--- src/rtl/keypad_hex_entry_if.sv ---
// Keypad and display pins of keypad_hex_entry: row sense in, column drive,
// digit enables, segments and entered-value outputs.
interface keypad_hex_entry_if #(
  parameter int DIGITS = 4
);
  logic [3:0]          row;
  logic [3:0]          col;
  logic [DIGITS-1:0]   an;
  logic [6:0]          segs;
  logic                key_valid;
  logic [3:0]          key_val;
  logic [4*DIGITS-1:0] value;

  modport master (
    input  row,
    output col, an, segs, key_valid, key_val, value
  );

  modport slave (
    output row,
    input  col, an, segs, key_valid, key_val, value
  );
endinterface

--- src/rtl/keypad_hex_entry.sv ---
// Purpose: 4x4 hex keypad scan + debounce, DIGITS-nibble entry shift register, muxed 7-seg display.
// Latency: key_valid on the frame-closing tick of the DEBOUNCE-th matching frame; display updates per refresh tick.
// Backpressure: none, free-running; KPD_LEADING_BLANK_EN blanks unentered leading digits.
module keypad_hex_entry #(
  parameter int DIGITS      = 4,
  parameter int SCAN_DIV    = 50000,
  parameter int DEBOUNCE    = 4,
  parameter int REFRESH_DIV = 50000
) (
  input  logic               clk,
  input  logic               rst_n,
  keypad_hex_entry_if.master kp
);

  localparam int SW = $clog2(SCAN_DIV);
  localparam int RW = $clog2(REFRESH_DIV);
  localparam int DW = (DIGITS > 1) ? $clog2(DIGITS) : 1;
  localparam logic [3:0] DB = 4'(DEBOUNCE);
  localparam logic [DIGITS-1:0] AN_RST = ~(DIGITS'(1));

  typedef enum logic [1:0] {S_IDLE, S_DN, S_HELD, S_UP} state_t;

  function automatic logic [3:0] key_code(input logic [1:0] r, input logic [1:0] c);
    logic [3:0] k;
    case ({r, c})
      4'h0: k = 4'h1;  4'h1: k = 4'h2;  4'h2: k = 4'h3;  4'h3: k = 4'hA;
      4'h4: k = 4'h4;  4'h5: k = 4'h5;  4'h6: k = 4'h6;  4'h7: k = 4'hB;
      4'h8: k = 4'h7;  4'h9: k = 4'h8;  4'hA: k = 4'h9;  4'hB: k = 4'hC;
      4'hC: k = 4'h0;  4'hD: k = 4'hF;  4'hE: k = 4'hE;  default: k = 4'hD;
    endcase
    return k;
  endfunction

  function automatic logic [6:0] hex7(input logic [3:0] n);
    logic [6:0] s;
    case (n)
      4'h0: s = 7'h40;  4'h1: s = 7'h79;  4'h2: s = 7'h24;  4'h3: s = 7'h30;
      4'h4: s = 7'h19;  4'h5: s = 7'h12;  4'h6: s = 7'h02;  4'h7: s = 7'h78;
      4'h8: s = 7'h00;  4'h9: s = 7'h10;  4'hA: s = 7'h08;  4'hB: s = 7'h03;
      4'hC: s = 7'h46;  4'hD: s = 7'h21;  4'hE: s = 7'h06;  default: s = 7'h0E;
    endcase
    return s;
  endfunction

  // Row synchroniser; rows idle high through the pull-ups.
  logic [3:0] row_m, row_s;
  always_ff @(posedge clk or negedge rst_n) begin
    if (!rst_n) begin
      row_m <= 4'hF;
      row_s <= 4'hF;
    end else begin
      row_m <= kp.row;
      row_s <= row_m;
    end
  end

  logic [SW-1:0] scan_cnt;
  logic          scan_tick;
  logic [1:0]    cidx;
  logic [3:0]    col_q;
  assign scan_tick = (scan_cnt == SW'(SCAN_DIV - 1));

  // Per-frame hit accumulation: acc_n counts low rows seen, saturating at 2 (ghost).
  logic [1:0] acc_n, samp_n, merged_n;
  logic [3:0] acc_key, samp_key, merged_key;
  logic [2:0] sum_n;

  always_comb begin
    samp_n   = 2'd0;
    samp_key = 4'h0;
    for (int r = 0; r < 4; r++) begin
      if (!row_s[r]) begin
        samp_key = key_code(2'(r), cidx);
        if (samp_n != 2'd2) samp_n = samp_n + 2'd1;
      end
    end
    sum_n      = {1'b0, acc_n} + {1'b0, samp_n};
    merged_n   = (sum_n >= 3'd2) ? 2'd2 : sum_n[1:0];
    merged_key = (acc_n == 2'd1) ? acc_key : samp_key;
  end

  logic       frame_close, cand_vld;
  logic [3:0] cand;
  assign frame_close = scan_tick && (cidx == 2'd3);
  assign cand_vld    = (merged_n == 2'd1);
  assign cand        = merged_key;

  always_ff @(posedge clk or negedge rst_n) begin
    if (!rst_n) begin
      scan_cnt <= '0;
      cidx     <= 2'd0;
      col_q    <= 4'b1110;
      acc_n    <= 2'd0;
      acc_key  <= 4'h0;
    end else begin
      scan_cnt <= scan_tick ? '0 : scan_cnt + 1'b1;
      if (scan_tick) begin
        cidx  <= cidx + 2'd1;
        col_q <= {col_q[2:0], col_q[3]};
        if (cidx == 2'd3) begin
          acc_n   <= 2'd0;
          acc_key <= 4'h0;
        end else begin
          acc_n   <= merged_n;
          acc_key <= merged_key;
        end
      end
    end
  end

  state_t     state, state_nxt;
  logic [3:0] cnt, cnt_nxt, cnt_inc;
  logic [3:0] held, held_nxt;
  logic       accept;

  always_ff @(posedge clk or negedge rst_n) begin
    if (!rst_n) begin
      state <= S_IDLE;
      cnt   <= 4'd0;
      held  <= 4'h0;
    end else begin
      state <= state_nxt;
      cnt   <= cnt_nxt;
      held  <= held_nxt;
    end
  end

  always_comb begin
    state_nxt = state;
    cnt_nxt   = cnt;
    held_nxt  = held;
    accept    = 1'b0;
    cnt_inc   = cnt + 4'd1;
    if (frame_close) begin
      case (state)
        S_IDLE: if (cand_vld) begin
          held_nxt = cand;
          cnt_nxt  = 4'd1;
          if (DB == 4'd1) begin
            state_nxt = S_HELD;
            accept    = 1'b1;
          end else begin
            state_nxt = S_DN;
          end
        end
        S_DN: begin
          if (cand_vld && cand == held) begin
            cnt_nxt = cnt_inc;
            if (cnt_inc >= DB) begin
              state_nxt = S_HELD;
              accept    = 1'b1;
            end
          end else if (cand_vld) begin
            held_nxt = cand;
            cnt_nxt  = 4'd1;
          end else begin
            state_nxt = S_IDLE;
          end
        end
        S_HELD: if (!cand_vld) begin
          cnt_nxt   = 4'd1;
          state_nxt = (DB == 4'd1) ? S_IDLE : S_UP;
        end
        default: begin
          if (cand_vld) begin
            state_nxt = S_HELD;
          end else begin
            cnt_nxt = cnt_inc;
            if (cnt_inc >= DB) state_nxt = S_IDLE;
          end
        end
      endcase
    end
  end

  logic                key_valid_q;
  logic [3:0]          key_val_q;
  logic [4*DIGITS-1:0] value_q;
  logic [4*DIGITS+3:0] shifted;
  logic [3:0]          ent;
  assign shifted = {value_q, held_nxt};

  always_ff @(posedge clk or negedge rst_n) begin
    if (!rst_n) begin
      key_valid_q <= 1'b0;
      key_val_q   <= 4'h0;
      value_q     <= '0;
      ent         <= 4'd0;
    end else begin
      key_valid_q <= accept;
      if (accept) begin
        key_val_q <= held_nxt;
        value_q   <= shifted[4*DIGITS-1:0];
        if (ent != 4'(DIGITS)) ent <= ent + 4'd1;
      end
    end
  end

  // Display refresh: an/segs are loaded together for the digit being switched to.
  logic [RW-1:0]     ref_cnt;
  logic              ref_tick;
  logic [DW-1:0]     dig, dig_nxt;
  logic [DIGITS-1:0] an_q, an_nxt;
  logic [6:0]        segs_q, segs_nxt;
  logic [3:0]        nib;
  logic              blank;

  assign ref_tick = (ref_cnt == RW'(REFRESH_DIV - 1));
  assign dig_nxt  = (dig == DW'(DIGITS - 1)) ? '0 : dig + 1'b1;
  assign nib      = value_q[{dig_nxt, 2'b00} +: 4];

  always_comb begin
    an_nxt = '1;
    for (int i = 0; i < DIGITS; i++) an_nxt[i] = (DW'(i) != dig_nxt);
  end

`ifdef KPD_LEADING_BLANK_EN
  assign blank = (4'(dig_nxt) >= ent) && (dig_nxt != '0);
`else
  assign blank = 1'b0;
`endif

  assign segs_nxt = blank ? 7'h7F : hex7(nib);

  always_ff @(posedge clk or negedge rst_n) begin
    if (!rst_n) begin
      ref_cnt <= '0;
      dig     <= '0;
      an_q    <= AN_RST;
      segs_q  <= 7'h40;
    end else begin
      ref_cnt <= ref_tick ? '0 : ref_cnt + 1'b1;
      if (ref_tick) begin
        dig    <= dig_nxt;
        an_q   <= an_nxt;
        segs_q <= segs_nxt;
      end
    end
  end

  assign kp.col       = col_q;
  assign kp.an        = an_q;
  assign kp.segs      = segs_q;
  assign kp.key_valid = key_valid_q;
  assign kp.key_val   = key_val_q;
  assign kp.value     = value_q;

endmodule

--- src/flat_wrapper.sv ---
// flat-port wrapper written by rule: the top's interface ports become plain ports
module keypad_hex_entry_flat 
#(
  parameter int DIGITS      = 4,
  parameter int SCAN_DIV    = 50000,
  parameter int DEBOUNCE    = 4,
  parameter int REFRESH_DIV = 50000
)
  (clk, rst_n, kp_row, kp_col, kp_an, kp_segs, kp_key_valid, kp_key_val, kp_value);
  keypad_hex_entry_if #(.DIGITS(DIGITS)) kp_i ();
  input  logic clk;
  input  logic rst_n;
  input wire logic [$bits(kp_i.row)-1:0] kp_row;
  output wire logic [$bits(kp_i.col)-1:0] kp_col;
  output wire logic [$bits(kp_i.an)-1:0] kp_an;
  output wire logic [$bits(kp_i.segs)-1:0] kp_segs;
  output wire logic [$bits(kp_i.key_valid)-1:0] kp_key_valid;
  output wire logic [$bits(kp_i.key_val)-1:0] kp_key_val;
  output wire logic [$bits(kp_i.value)-1:0] kp_value;
  assign kp_i.row = kp_row;
  assign kp_col = kp_i.col;
  assign kp_an = kp_i.an;
  assign kp_segs = kp_i.segs;
  assign kp_key_valid = kp_i.key_valid;
  assign kp_key_val = kp_i.key_val;
  assign kp_value = kp_i.value;
  keypad_hex_entry #(.DIGITS(DIGITS), .SCAN_DIV(SCAN_DIV), .DEBOUNCE(DEBOUNCE), .REFRESH_DIV(REFRESH_DIV)) u_core (.clk(clk), .rst_n(rst_n), .kp(kp_i));
endmodule
--- config.mk ---
export PLATFORM = sky130hd
export DESIGN_NAME = keypad_hex_entry_flat
export DESIGN_NICKNAME = d
export VERILOG_FILES = /design/src/rtl/keypad_hex_entry_if.sv /design/src/rtl/keypad_hex_entry.sv /design/src/flat_wrapper.sv
export SDC_FILE = /design/constraint.sdc
export NUM_CORES = 1
export LEC_CHECK = 0
export ABC_CLOCK_PERIOD_IN_PS = 5900
export CAP_MARGIN = 20
export CORE_ASPECT_RATIO = 0.75
export CORE_MARGIN = 3
export CORE_UTILIZATION = 58
export DETAILED_ROUTE_END_ITERATION = 16
export GPL_ROUTABILITY_DRIVEN = 0
export PLACE_DENSITY = 0.8
export SKIP_CTS_REPAIR_TIMING = 1
export SLEW_MARGIN = 20
export SYNTH_ARGS = -nofsm -noshare
export SYNTH_HDL_FRONTEND = slang
export SYNTH_SLANG_ARGS = --single-unit
--- constraint.sdc ---
create_clock -name clk -period 5.9 [get_ports clk]
set_input_delay 0.885 -clock clk [delete_from_list [all_inputs] [get_ports clk]]
set_output_delay 0.885 -clock clk [all_outputs]
set_load 0.02 [all_outputs]
==> out/summary.txt, run 1 <==
Die height = 85.59 um
Most common cell on crit path = ha_1
GRT Total Usage = 21.61%
Post-Syn Instances = 467
Area grow syn2layout = 14.81%
Critical path's largest stage delay = 0.89 ns
Antenna violations before repair = 0
Crit path time final = 4.853 ns
Die width = 112.1 um
Dpl cells = 595
Setup_tns = 0 ns
CTS Buffer Depth = 2
Post-DR vias/cell = 5.664
Slew headroom = 41.05%
Grt ovf = 0
DR WL/cell = 15.84 um
Leak = 2.504 nW
Clk pin slew, worst setup/hold paths = 0.06 ns
Worst skew pair latency = 0.34 ns
Die footprint = 9595 um2
Row count = 28
Main flop type after synthesis = dfrtp_1
HPWL after DPL = 6756 um
Startpoint types = flop
Pin count of the biggest net entering global routing = 48
Crit Path Category = flop to flop
Req. time, crit path = 6.12 ns
Clk sinks = 92
Sequential area share after synthesis = 47.38%
Initial core utilization = 60.79%
Critical-path cell list = inv_1, ha_1, mux2i_1, ha_1, nor2_1, a21oi_1, ha_1, inv_1, fa_1, and3_1, o211ai_1, o21bai_1, a2111oi_4, and4_1, mux2_2
Warnings, synthesis = 0
I/O Buffers = 41
Clk_skew = 0.006281 ns
Core area = 8058 um2
Finish-stage setup viols = 0
Cell Area, Synth = 4898 um2
CTS root buffer = clkbuf_16
Layout cell share with drive strength beyond 1 = 12.85%
Asr flop ratio synth = 100.0%
Final Util = 69.80%
Worst hold path class = flop to flop
PD cells = 224.3 nW/um2
Mapped Avg Cell Area = 10.49 um2
Fin nets = 536
Critical path arrival = 5.07 ns
Max Cap Viol = 0
Worst setup EP type = flop
Outcome = finished, final reports clean
Antenna viol nets, final = 0
DR iter-0 viols = 183
Seq cells post-synth = 92
Num CTS Buffers = 9
Worst-path maximum fanout = 16
Crit share post-route = 82.25%
DRC viols = 0
Slew @ Worst Pin = 0.8842 ns
DRT Pass-1 Iters = 5
DRT Wirelength = 9678 um
Filler cells = 617
Final Hold Viols = 0
Commonest non-fill, non-tap cells in the layout = 77 x dfrtp_1, 55 x nand2_1, 40 x clkdlybuf4s50_1
Via count = 3461
Synthesized net count = 502
Unrepaired setup endpoints after global routing = false
Diode count = 0
Non-Filler Instances = 611
Post-synth EDFFs = 0
Most common cell after layout, fill and taps aside = dfrtp_1
H-tree depth = 3
Synth cell types = 52
Max IR drop VDD = 0.1791 mV
CTS tree = done
First-pass GRT wire length = 16900 um
Slew Limit Fails = 0
Crit-path slowest cell = and4_1
IO Count = 42
Max Fclk = 206.1 MHz
Vias in the first global route = 3537
## final timing paths
| kind | depth (start not counted) | slack [ns] | end | from |
|---|---|---|---|---|
| min in group asynchronous | 1 | 0.54 | u_core.acc_key[3] | rst_n |
| worst min register to register | 0 | 0.35 | u_core.row_s[3] | u_core.row_m[3] |
| worst min-delay path | 0 | 0.35 | u_core.row_s[3] | u_core.row_m[3] |
| worst max-delay path | 15 | 1.05 | u_core.kp.value[5] | u_core.row_s[1] |
| max in group asynchronous | 2 | 4.35 | u_core.cidx[0] | rst_n |
| worst max register to register | 15 | 1.05 | u_core.kp.value[5] | u_core.row_s[1] |
## logic make-up (layout without fill, tap and decap cells)
family	Yosys count	in the layout	synth area share, %
compound gates	68	68	8.889
xor+xnor	33	33	5.900
fa+ha+maj	29	29	7.561
buf+inv	43	82	4.470
flops	92	92	47.38
mux	32	32	8.863
simple gates	170	170	16.93
## per-stage QoR
stage	hold slack, ns	area (um2)	total power, mW	setup WS [ns]
2_1_floorplan	0.3452	4898	0.6732	1.798
3_3_place_gp	0.3456	5320	0.6911	1.317
3_5_place_dp	0.3472	5320	0.6936	1.120
4_1_cts	0.3551	5624	1.274	1.108
5_1_grt	0.3592	5624	1.311	0.7529
6_report	0.3533	5624	1.262	1.047
## routing by layer
layer	GRT usage, %	wire length (um)	share of wire, %
met1	28.82	4456	46
met5	0	0	0
met3	5.007	472	4.9
met2	35.15	4588	47
met4	7.642	161	1.7
## where the power goes
| part | internal, mW | leakage (nW) | total, mW | switching (mW) |
|---|---|---|---|---|
| Sequential | 0.636 | 1.20 | 0.640 | 0.00347 |
| Combinational | 0.0147 | 1.15 | 0.0421 | 0.0273 |
| Clock | 0.350 | 0.149 | 0.580 | 0.230 |
## sequential cells by signal (all words and copies together), names as in the netlist
register             count
u_core.kp.value         16
u_core.ref_cnt          16
u_core.scan_cnt         16
u_core.kp.segs           7
u_core.acc_key           4
u_core.cnt               4
u_core.held              4
u_core.kp.an             4
u_core.kp.col            4
u_core.row_m             4
u_core.row_s             4
u_core.acc_n             2
u_core.cidx              2
u_core.dig               2
u_core.state             2
u_core.kp.key_valid      1
## cells in the mapped netlist, types with 2 or more instances
cell type	instances	area share, %
ha_1	28	7.2
mux2i_1	7	1.4
nor2_1	38	2.9
a221o_1	3	0.61
o21bai_1	2	0.31
clkbuf_1	10	0.77
xnor2_1	14	2.5
or2_2	4	0.51
dfrtp_1	77	39
inv_1	23	1.8
o211ai_1	2	0.31
or3_1	2	0.26
nor3b_1	3	0.46
o21ai_0	26	2.7
and2_1	5	0.64
nor4b_1	2	0.36
nand2_1	55	4.2
a21o_1	2	0.31
a22o_1	2	0.36
nand2b_1	2	0.26
mux2_2	11	2.5
nand3_1	23	2.3
a31oi_1	2	0.26
nor4bb_1	2	0.41
and3_1	12	1.5
mux4_2	4	1.8
a21oi_1	18	1.8
buf_4	7	1.1
o31ai_1	4	0.61
buf_6	2	0.46
mux2_4	10	3.1
xor2_1	19	3.4
nor2b_1	7	0.89
nor3_1	7	0.72
dfstp_2	15	8.0
## worst max-delay path: cells and delay by family, from the launching register on
kind,cells,cell delay [ns]
buffers and inverters,2,0.13
AOI/OAI and AO/OA,4,1.03
DFF,1,0.58
muxes,2,0.60
adders and majority gates,4,1.12
and+or+nand+nor,3,1.25
## final cells by class
cell class	instances	area (um2)	area share, %
multi-input cells	332	2359	41.94
flip-flops and latches	92	2321	41.27
repair buffers	43	422.9	7.519
clock buffers	12	256.5	4.561
well taps	105	131.4	2.336
inverters	23	86.33	1.535
clock inverters	4	47.55	0.8454
(Power assumes the default switching activity.)
==> run 2: changes to the inputs <==
ABC_CLOCK_PERIOD_IN_PS = 5000   (was 5900)
clock period = 5 ns   (was 5.9 ns; I/O delays follow)
==> run 2 against run 1 <==
Against the previous run:
- routed wire length is 3.0% lower
- hold slack improved by 0.0040 ns
- global-route usage shrank 0.33 points
- largest power group unchanged
- final cell count increased by 0.33%
- first-iteration DRC count increased by 5.5%
- total power is 14% higher
- fmax grew 14%
- non-clock buffer count rose by 2
- die area unchanged
- via count rose by 0.49%
- cell area is 0.20% lower
==> out/summary.txt, run 2 (same netlist as run 1, synthesis figures left out) <==
Clk pin slew, worst setup/hold paths = 0.06 ns (about the same)
Flop-to-flop setup slack = 0.75 ns (was 1.05 ns)
Post-DR vias/cell = 5.674 (was 5.664)
Die width = 112.1 um (unchanged)
Core area = 8058 um2 (unchanged)
Area grow syn2layout = 14.58% (was 14.81%)
Critical R2R Capture = u_core.kp.value[3] (was u_core.kp.value[5])
Vias in the first global route = 3391 (was 3537)
Filler cells = 603 (was 617)
Crit Path Category = flop to flop (unchanged)
Via count = 3478 (was 3461)
RR Startpoint = u_core.row_s[1] (unchanged)
Post-DP Area = 5335 um2 (was 5320 um2)
Grt ovf = 0 (unchanged)
Crit path time final = 4.254 ns (was 4.853 ns)
Worst hold path class = flop to flop (unchanged)
Slew headroom = 51.90% (was 41.05%)
Total power = 1.440 mW (was 1.262 mW)
DRT Wirelength = 9385 um (was 9678 um)
DP Worst Slack = 0.7572 ns (was 1.120 ns)
Setup ws final = 0.7459 ns (was 1.047 ns)
PD cells = 256.5 nW/um2 (was 224.3 nW/um2)
DR iter-0 viols = 193 (was 183)
Dpl cells = 597 (was 595)
Finish-stage setup viols = 0 (unchanged)
Clk sinks = 92 (unchanged)
CTS Buffer Depth = 2 (unchanged)
Worst Hold Path EP = u_core.row_s[2] (was u_core.row_s[3])
Design Area, Final = 5613 um2 (was 5624 um2)
Commonest non-fill, non-tap cells in the layout = 77 x dfrtp_1, 55 x nand2_1, 40 x clkdlybuf4s50_1 (unchanged)
DRT Pass-1 Iters = 5 (unchanged)
Worst setup EP type = flop (unchanged)
Antenna violations before repair = 0 (unchanged)
Max Cap Viol = 0 (unchanged)
Startpoint types = flop (unchanged)
Num CTS Buffers = 9 (unchanged)
First-pass GRT wire length = 16600 um (was 16900 um)
Req. time, crit path = 5.23 ns (was 6.12 ns)
Hold Crit Start = u_core.row_m[2] (was u_core.row_m[3])
Pin count of the biggest net entering global routing = 52 (was 48)
Max IR drop VDD = 0.2150 mV (was 0.1791 mV)
Leak = 2.492 nW (was 2.504 nW)
CTS tree = done (unchanged)
Diode count = 0 (unchanged)
Row count = 28 (unchanged)
Final Hold Viols = 0 (unchanged)
Layout cell share with drive strength beyond 1 = 13.19% (was 12.85%)
Clk_skew = 0.008361 ns (was 0.006281 ns)
Die footprint = 9595 um2 (unchanged)
Worst Hold Path Cells = 0 (unchanged)
Critical path arrival = 4.48 ns (was 5.07 ns)
Setup_tns = 0 ns (unchanged)
IO Count = 42 (unchanged)
Unrepaired setup endpoints after global routing = false (unchanged)
GRT Total Usage = 21.28% (was 21.61%)
Slew @ Worst Pin = 0.7195 ns (was 0.8842 ns)
Fin nets = 538 (was 536)
I/O Buffers = 41 (unchanged)
Worst-path maximum fanout = 16 (unchanged)
CTS root buffer = clkbuf_16 (unchanged)
Worst skew pair latency = 0.35 ns (was 0.34 ns)
Max Fclk = 235.1 MHz (was 206.1 MHz)
Crit share post-route = 85.08% (was 82.25%)
Initial core utilization = 60.79% (unchanged)
H-tree depth = 3 (unchanged)
DR WL/cell = 15.31 um (was 15.84 um)
Antenna viol nets, final = 0 (unchanged)
Most common cell after layout, fill and taps aside = dfrtp_1 (unchanged)
HPWL after DPL = 6780 um (was 6756 um)
Non-Filler Instances = 613 (was 611)
Slew Limit Fails = 0 (unchanged)
Die height = 85.59 um (unchanged)
DRC viols = 0 (unchanged)
Worst R2R Path Depth = 17 (was 15)
Outcome = finished, final reports clean (unchanged)
==> run 2: changes by cell type in the layout (fill, tap and decap cells not counted) <==
cell / before / now
buf_4: 3 / 5
clkinvlp_4: 1 / 3
clkinv_2: 2 / 0
bufinv_16: 1 / 0
inv_6: 0 / 1
clkinv_4: 0 / 2
clkbuf_8: 2 / 0
==> run 2: layer usage <==
layer / vias to the layer above / wire [um] / global-route usage, %
met5: - / 0 / 0
met4: 0 / 142 / 7.424
met3: 17 / 441 / 4.654
met2: 70 / 4448 / 33.42
met1: 1728 / 4352 / 29.62
li1: 1663 / - / -
==> run 2: area by class of cell <==
| type | instances | area, um2 | share of cell area (%) |
|---|---|---|---|
| clock buffers | 10 | 229.0 | 4.079 |
| repair buffers | 45 | 437.9 | 7.802 |
| multi-input cells | 332 | 2359 | 42.02 |
| flip-flops and latches | 92 | 2321 | 41.35 |
| well taps | 105 | 131.4 | 2.341 |
| inverters | 23 | 86.33 | 1.538 |
| clock inverters | 6 | 48.80 | 0.8694 |
==> run 2: worst max-delay path, stage by stage (launching register included) <==
cell and delay, ns:
dfstp_2 0.59, inv_1 0.09, ha_1 0.27, mux2i_1 0.18, ha_1 0.18, nor2_1 0.04, a21oi_1 0.12, ha_1 0.16
inv_1 0.05, fa_1 0.51, and3_1 0.29, o211ai_1 0.13, o21bai_1 0.21, a2111oi_4 0.28, buf_4 0.22, and4_1 0.19
buf_4 0.26, mux2_2 0.37
==> run 2: metrics by stage <==
| step | hold slack (ns) | utilization [%] |
|---|---|---|
| final | 0.3572 | 69.66 |
| after global routing | 0.3590 | 69.66 |
| after CTS | 0.3566 | 69.66 |
| after detailed placement | 0.3472 | 66.21 |
| after global placement | 0.3457 | 66.21 |
| after floorplan | 0.3452 | - |
==> run 2: how the worst max path moves through the flow <==
stage                                from                   to  slack (ns)  depth (start not counted)
after global routing      u_core.row_s[1]   u_core.kp.value[3]        0.51                         17
after CTS                 u_core.row_s[1]   u_core.kp.value[5]        0.74                         17
final                     u_core.row_s[1]   u_core.kp.value[3]        0.75                         17
after floorplan           u_core.row_s[1]  u_core.kp.value[10]        0.90                         16
after detailed placement  u_core.row_s[1]   u_core.kp.value[5]        0.76                         17
after global placement    u_core.row_s[1]   u_core.kp.value[1]        0.92                         17
==> run 2: report_power, final <==
group	switching (mW)	internal [mW]
sequential	0.00414	0.750
clock	0.295	0.340
combinational	0.0316	0.0179
